### config.mk
export PLATFORM = sky130hd
export DESIGN_NAME = instruction_encoder
export DESIGN_NICKNAME = d
export VERILOG_FILES = /design/src/rtl/legv8_pkg.sv /design/src/rtl/instruction_field_packer.sv /design/src/rtl/instruction_encoder.sv
export SDC_FILE = /design/constraint.sdc
export NUM_CORES = 1
export LEC_CHECK = 0
export CAP_MARGIN = 10
export CORE_ASPECT_RATIO = 1.75
export CORE_MARGIN = 1.5
export CORE_UTILIZATION = 47
export DETAILED_ROUTE_END_ITERATION = 16
export MAX_ROUTING_LAYER = met4
export PLACE_DENSITY = 0.9
export SETUP_SLACK_MARGIN = 0.5
export SLEW_MARGIN = 40
export SYNTH_ARGS = -nofsm -noshare
export SYNTH_HDL_FRONTEND = slang
export SYNTH_SLANG_ARGS = --single-unit
### constraint.sdc
create_clock -name clock -period 3.1 [get_ports clock]
set_input_delay 0.62 -clock clock [delete_from_list [all_inputs] [get_ports clock]]
set_output_delay 0.62 -clock clock [all_outputs]
set_load 0.03 [all_outputs]
### src/rtl/legv8_pkg.sv
// Shared LEGv8 encoding definitions: operation selects, opcodes, formats and
// field geometry. The controller's regression bench imports this package to
// cross-check decode against the same constants.
package legv8_pkg;

    // Operation select as presented on opSel; codes 11-15 are illegal
    typedef enum logic [3:0] {
        OP_ADD  = 4'd0,
        OP_SUB  = 4'd1,
        OP_AND  = 4'd2,
        OP_ORR  = 4'd3,
        OP_ADDI = 4'd4,
        OP_SUBI = 4'd5,
        OP_LDUR = 4'd6,
        OP_STUR = 4'd7,
        OP_CBZ  = 4'd8,
        OP_CBNZ = 4'd9,
        OP_B    = 4'd10
    } op_sel_e;

    typedef enum logic [2:0] {
        FMT_R,
        FMT_I,
        FMT_D,
        FMT_CB,
        FMT_B,
        FMT_ILLEGAL
    } fmt_e;

    // Opcodes, sized to their format's opcode field
    localparam logic [10:0] OPC_ADD  = 11'h458;
    localparam logic [10:0] OPC_SUB  = 11'h658;
    localparam logic [10:0] OPC_AND  = 11'h450;
    localparam logic [10:0] OPC_ORR  = 11'h550;
    localparam logic [9:0]  OPC_ADDI = 10'h244;
    localparam logic [9:0]  OPC_SUBI = 10'h344;
    localparam logic [10:0] OPC_LDUR = 11'h7C2;
    localparam logic [10:0] OPC_STUR = 11'h7C0;
    localparam logic [7:0]  OPC_CBZ  = 8'hB4;
    localparam logic [7:0]  OPC_CBNZ = 8'hB5;
    localparam logic [5:0]  OPC_B    = 6'h05;

    // Field positions and widths
    localparam int RD_LSB     = 0;
    localparam int RN_LSB     = 5;
    localparam int RM_LSB     = 16;
    localparam int REG_W      = 5;
    localparam int R_OP_LSB   = 21;
    localparam int I_OP_LSB   = 22;
    localparam int I_IMM_LSB  = 10;
    localparam int I_IMM_W    = 12;
    localparam int D_OP_LSB   = 21;
    localparam int D_IMM_LSB  = 12;
    localparam int D_IMM_W    = 9;
    localparam int CB_OP_LSB  = 24;
    localparam int CB_IMM_LSB = 5;
    localparam int CB_IMM_W   = 19;
    localparam int B_OP_LSB   = 26;
    localparam int B_IMM_W    = 26;

    function automatic fmt_e fmt_of(input logic [3:0] op);
        case (op)
            OP_ADD, OP_SUB, OP_AND, OP_ORR: fmt_of = FMT_R;
            OP_ADDI, OP_SUBI:               fmt_of = FMT_I;
            OP_LDUR, OP_STUR:               fmt_of = FMT_D;
            OP_CBZ, OP_CBNZ:                fmt_of = FMT_CB;
            OP_B:                           fmt_of = FMT_B;
            default:                        fmt_of = FMT_ILLEGAL;
        endcase
    endfunction

endpackage

### src/rtl/instruction_field_packer.sv
// Combinational packer: operation select plus register/immediate fields into
// a 32-bit LEGv8 word and a legality flag.
// Build option ENCODER_RANGE_CHECK_EN: when defined, an immediate that does
// not fit its target field marks the instruction illegal instead of being
// truncated to the field's low bits.
module instruction_field_packer
    import legv8_pkg::*;
(
    input  logic [3:0]  i_op_sel,
    input  logic [4:0]  i_rd,
    input  logic [4:0]  i_rn,
    input  logic [4:0]  i_rm,
    input  logic [31:0] i_imm,
    output logic [31:0] o_word,
    output logic        o_legal
);

    logic w_fit_i;
    logic w_fit_d;
    logic w_fit_cb;
    logic w_fit_b;

`ifdef ENCODER_RANGE_CHECK_EN
    // I-format immediates are unsigned; the others must sign-extend cleanly
    assign w_fit_i  = (i_imm[31:I_IMM_W] == '0);
    assign w_fit_d  = (&i_imm[31:D_IMM_W-1])  || !(|i_imm[31:D_IMM_W-1]);
    assign w_fit_cb = (&i_imm[31:CB_IMM_W-1]) || !(|i_imm[31:CB_IMM_W-1]);
    assign w_fit_b  = (&i_imm[31:B_IMM_W-1])  || !(|i_imm[31:B_IMM_W-1]);
`else
    logic w_unused_imm;
    assign w_fit_i      = 1'b1;
    assign w_fit_d      = 1'b1;
    assign w_fit_cb     = 1'b1;
    assign w_fit_b      = 1'b1;
    assign w_unused_imm = ^i_imm[31:B_IMM_W];
`endif

    // Select format layout by operation; unused fields of a format are dropped
    always_comb begin
        o_word  = '0;
        o_legal = 1'b0;
        case (i_op_sel)
            OP_ADD:  begin o_word = {OPC_ADD, i_rm, 6'b0, i_rn, i_rd}; o_legal = 1'b1; end
            OP_SUB:  begin o_word = {OPC_SUB, i_rm, 6'b0, i_rn, i_rd}; o_legal = 1'b1; end
            OP_AND:  begin o_word = {OPC_AND, i_rm, 6'b0, i_rn, i_rd}; o_legal = 1'b1; end
            OP_ORR:  begin o_word = {OPC_ORR, i_rm, 6'b0, i_rn, i_rd}; o_legal = 1'b1; end
            OP_ADDI: begin o_word = {OPC_ADDI, i_imm[I_IMM_W-1:0], i_rn, i_rd}; o_legal = w_fit_i; end
            OP_SUBI: begin o_word = {OPC_SUBI, i_imm[I_IMM_W-1:0], i_rn, i_rd}; o_legal = w_fit_i; end
            OP_LDUR: begin o_word = {OPC_LDUR, i_imm[D_IMM_W-1:0], 2'b00, i_rn, i_rd}; o_legal = w_fit_d; end
            OP_STUR: begin o_word = {OPC_STUR, i_imm[D_IMM_W-1:0], 2'b00, i_rn, i_rd}; o_legal = w_fit_d; end
            OP_CBZ:  begin o_word = {OPC_CBZ, i_imm[CB_IMM_W-1:0], i_rd}; o_legal = w_fit_cb; end
            OP_CBNZ: begin o_word = {OPC_CBNZ, i_imm[CB_IMM_W-1:0], i_rd}; o_legal = w_fit_cb; end
            OP_B:    begin o_word = {OPC_B, i_imm[B_IMM_W-1:0]}; o_legal = w_fit_b; end
            default: begin o_word = '0; o_legal = 1'b0; end
        endcase
    end

endmodule

### src/rtl/instruction_encoder.sv
// LEGv8 instruction encoder and instruction-memory fill path. Accepts fields
// on a valid/ready handshake, encodes them in one registered stage and writes
// the words to consecutive addresses from BASE_ADDR, stopping when DEPTH words
// have been written until clear or reset.
// Build option ENCODER_RANGE_CHECK_EN (see instruction_field_packer): rejects
// immediates that do not fit their field.
module instruction_encoder
    import legv8_pkg::*;
#(
    parameter int ADDR_W    = 8,
    parameter int DEPTH     = 256,
    parameter int BASE_ADDR = 0
) (
    input  logic              clock,
    input  logic              resetN,
    input  logic              clear,
    input  logic              inValid,
    output logic              inReady,
    input  logic [3:0]        opSel,
    input  logic [4:0]        rd,
    input  logic [4:0]        rn,
    input  logic [4:0]        rm,
    input  logic [31:0]       imm,
    output logic              wrEn,
    output logic [ADDR_W-1:0] wrAddr,
    output logic [31:0]       wrData,
    output logic [ADDR_W:0]   count,
    output logic              full,
    output logic              error
);

    localparam logic [ADDR_W-1:0] BASE_C  = BASE_ADDR[ADDR_W-1:0];
    localparam logic [ADDR_W:0]   DEPTH_C = DEPTH[ADDR_W:0];
    localparam logic [ADDR_W:0]   ONE_C   = {{ADDR_W{1'b0}}, 1'b1};

    logic              r_wr_en;
    logic [ADDR_W-1:0] r_wr_addr;
    logic [31:0]       r_wr_data;
    logic [ADDR_W:0]   r_count;
    logic              r_error;

    logic [31:0]       w_word;
    logic              w_legal;
    logic              w_full;
    logic              w_accept;
    logic [ADDR_W-1:0] w_ptr;

    instruction_field_packer u_packer (
        .i_op_sel (opSel),
        .i_rd     (rd),
        .i_rn     (rn),
        .i_rm     (rm),
        .i_imm    (imm),
        .o_word   (w_word),
        .o_legal  (w_legal)
    );

    // Pointer is derived from the count so it wraps naturally at 2**ADDR_W
    assign w_ptr    = BASE_C + r_count[ADDR_W-1:0];
    assign w_full   = (r_count == DEPTH_C);
    assign inReady  = !w_full && !clear;
    assign w_accept = inValid && inReady;

    // Encode stage: register the write, advance the count, flag rejects
    always_ff @(posedge clock or negedge resetN) begin
        if (!resetN) begin
            r_wr_en   <= 1'b0;
            r_wr_addr <= BASE_C;
            r_wr_data <= '0;
            r_count   <= '0;
            r_error   <= 1'b0;
        end else begin
            r_wr_en <= 1'b0;
            r_error <= 1'b0;
            if (clear) begin
                r_count <= '0;
            end else if (w_accept) begin
                if (w_legal) begin
                    r_wr_en   <= 1'b1;
                    r_wr_addr <= w_ptr;
                    r_wr_data <= w_word;
                    r_count   <= r_count + ONE_C;
                end else begin
                    r_error <= 1'b1;
                end
            end
        end
    end

    assign wrEn   = r_wr_en;
    assign wrAddr = r_wr_addr;
    assign wrData = r_wr_data;
    assign count  = r_count;
    assign full   = w_full;
    assign error  = r_error;

endmodule
==> results_dict.tcl <==
set metrics [dict create \
    synth-edff-count 0 \
    crit_arrival_ps 1870 \
    crit_required_ps 2480 \
    die_height_um 103 \
    ys_types 44 \
    core_area_um2 5540 \
    layout-drive-gt1-share 0.127 \
    start_util 0.485 \
    cts_tree "yes" \
    ant_nets 0 \
    power_density_nw_per_um2 483 \
    worst_pin_slew_ps 757 \
    cp-end-kind "output port" \
    diodes 0 \
    hpwl_um 5480 \
    drt_iter0_drc 157 \
    synth_area_per_cell_um2 10.2 \
    io_pins 108 \
    fin_skew_ps 9.59 \
    path_clk_slew_ps 100 \
    syn_nets 321 \
    status "finished clean" \
    timing.final.crit_share 0.805 \
    ys_seq_area_frac 0.475 \
    fillers 410 \
    first_pass_iters 5 \
    hold_path.class "input port to async pin" \
    grt_pass1_vias 2556 \
    finalSetupViolCount 0 \
    clkLatencyLatePin_ps 310 \
    area_growth_pct 43.6 \
    drv_slew 0 \
    clock_path_buffers 2 \
    slew-limit-headroom 0.495 \
    grt_max_degree 47 \
    synth_ff_type "dfrtp_1" \
    cts_buffers 5 \
    clock.fmax_ghz 0.401 \
    drc_errors 0 \
    crit_start "count[5]" \
    die_area_um2 6200 \
    rsz0062_at_grt "false" \
    layout_min_cycle_time_ps 2490 \
    synthTopCellsByArea "dfrtp_1 47%, mux2_2 7.1%, o21ai_0 6.5%" \
    cts_root_buf "clkbuf_8" \
    critPathMaxFanout 7 \
    clock_tree.htree_level_count 2 \
    worst_setup_path_start_kind "register" \
    grt_overflow 0 \
    synth_seq_cells 51 \
    ys_warn_count 0 \
    hold_violations 0 \
    place_congestion 0.907 \
    peakVddDrop_uv 367 \
    leakage_nw 1.58 \
    syn_inst 264 \
    grt_usage 0.260 \
    cts.sinks 51 \
    final_nets 418 \
    synthesis.area_um2 2690 \
    synth_most_common_cell "dfrtp_1" \
    synth_area_leader_cell "dfrtp_1" \
    grt_pass1_wl_um 11800 \
    setup_tns_ps 0 \
    vias 2619 \
    max-cap-violations 0 \
    antenna_found_initial 0 \
    numPortBuffers 101 \
    worstReg2RegStart "count[5]" \
    routed_wl_um 7640 \
    die_x_um 60.2 \
    rows 36 \
    critPathKind "register to output port" \
    post_drt_wl_per_cell_um 17.4 \
    via_per_inst 5.98 \
    async_flop_share 1.00 \
    layout_setup_ws_ps 606 \
    utilization 0.697 \
    synth_top_area_share 0.475 \
    pre_cts_ws_ps 323 \
    synth_common_cells "51 x dfrtp_1, 35 x o21ai_0, 17 x mux2_2, 16 x inv_1" \
]
## final timing paths
check | end | slack [ps] | depth (start not counted)
setup reg to reg | wrData[17] | 880 | 4
setup / recovery | full | 610 | 3
hold / removal | count[4] | 300 | 1
min in group clock | wrAddr[2] | 510 | 1
max in group asynchronous | wrData[23] | 2280 | 2
hold reg to reg | wrAddr[2] | 510 | 1
## repair_timing
item                                   CTS  global route
buffers inserted                         1             0
gates resized for setup                  3             5
setup endpoints to repair                2             2
endpoints found under the hold margin    0             0
pin swaps                                1             0
hold buffers                             0             0
## critical path, cell delays in order, from the launching register on
cell	delay, ps
dfrtp_2	460
or4_4	590
nor2_1	110
dlygate4sd2_1	400
## through the flow
step	std cells	area, um^2	hold slack [ps]	power [mW]
after floorplan	264	2690	324	1.11
after global placement	429	3730	488	1.39
after detailed placement	429	3730	490	1.40
after CTS	438	3850	330	1.87
after global routing	438	3860	349	1.94
final	438	3860	303	1.86
## per-layer routing
| layer | vias up | part of all wire | track usage |
|---|---|---|---|
| met2 | 140 | 0.54 | 0.416 |
| met4 | 0 | 0.038 | 0.135 |
| met5 | - | 0 | - |
| met1 | 1263 | 0.37 | 0.308 |
| li1 | 1191 | - | - |
| met3 | 25 | 0.056 | 0.0427 |
## placed cells by master (no fill, tap or decap), types with 8 or more instances in the layout
cell type	count
mux2_2	17
nor2_1	11
dfrtp_1	49
buf_4	9
a22oi_1	15
a21oi_1	15
inv_1	16
a221oi_1	8
nand2_1	14
o21ai_0	35
clkdlybuf4s50_1	98
## final cells by class
cell class	instances	area (um^2)	share of cell area
clock inverters	3	43.8	0.0113
repair buffers	109	1060	0.275
inverters	16	60.1	0.0156
clock buffers	5	68.8	0.0178
multi-input cells	178	1250	0.324
flip-flops and latches	51	1280	0.331
well taps	76	95.1	0.0246
## cells by family after synthesis
group / Yosys count / synth area share
fa+ha+maj: 2 / 0.00931
buf+inv: 35 / 0.0642
simple gates: 46 / 0.0898
xor+xnor: 1 / 0.00326
compound gates: 107 / 0.269
flops: 51 / 0.475
mux: 22 / 0.0898
## state kept, by name (all words and copies together) (netlist names)
register / count
wrData: 32
error: 1
wrAddr: 8
wrEn: 1
count: 9
## power by group
group | total [mW] | leakage, nW | internal [mW] | switching, mW
Combinational | 0.604 | 0.857 | 0.269 | 0.335
Clock | 0.472 | 0.0581 | 0.241 | 0.231
Sequential | 0.787 | 0.668 | 0.744 | 0.0432
Total | 1.86 | 1.58 | 1.25 | 0.610
(Power assumes the default switching activity.)
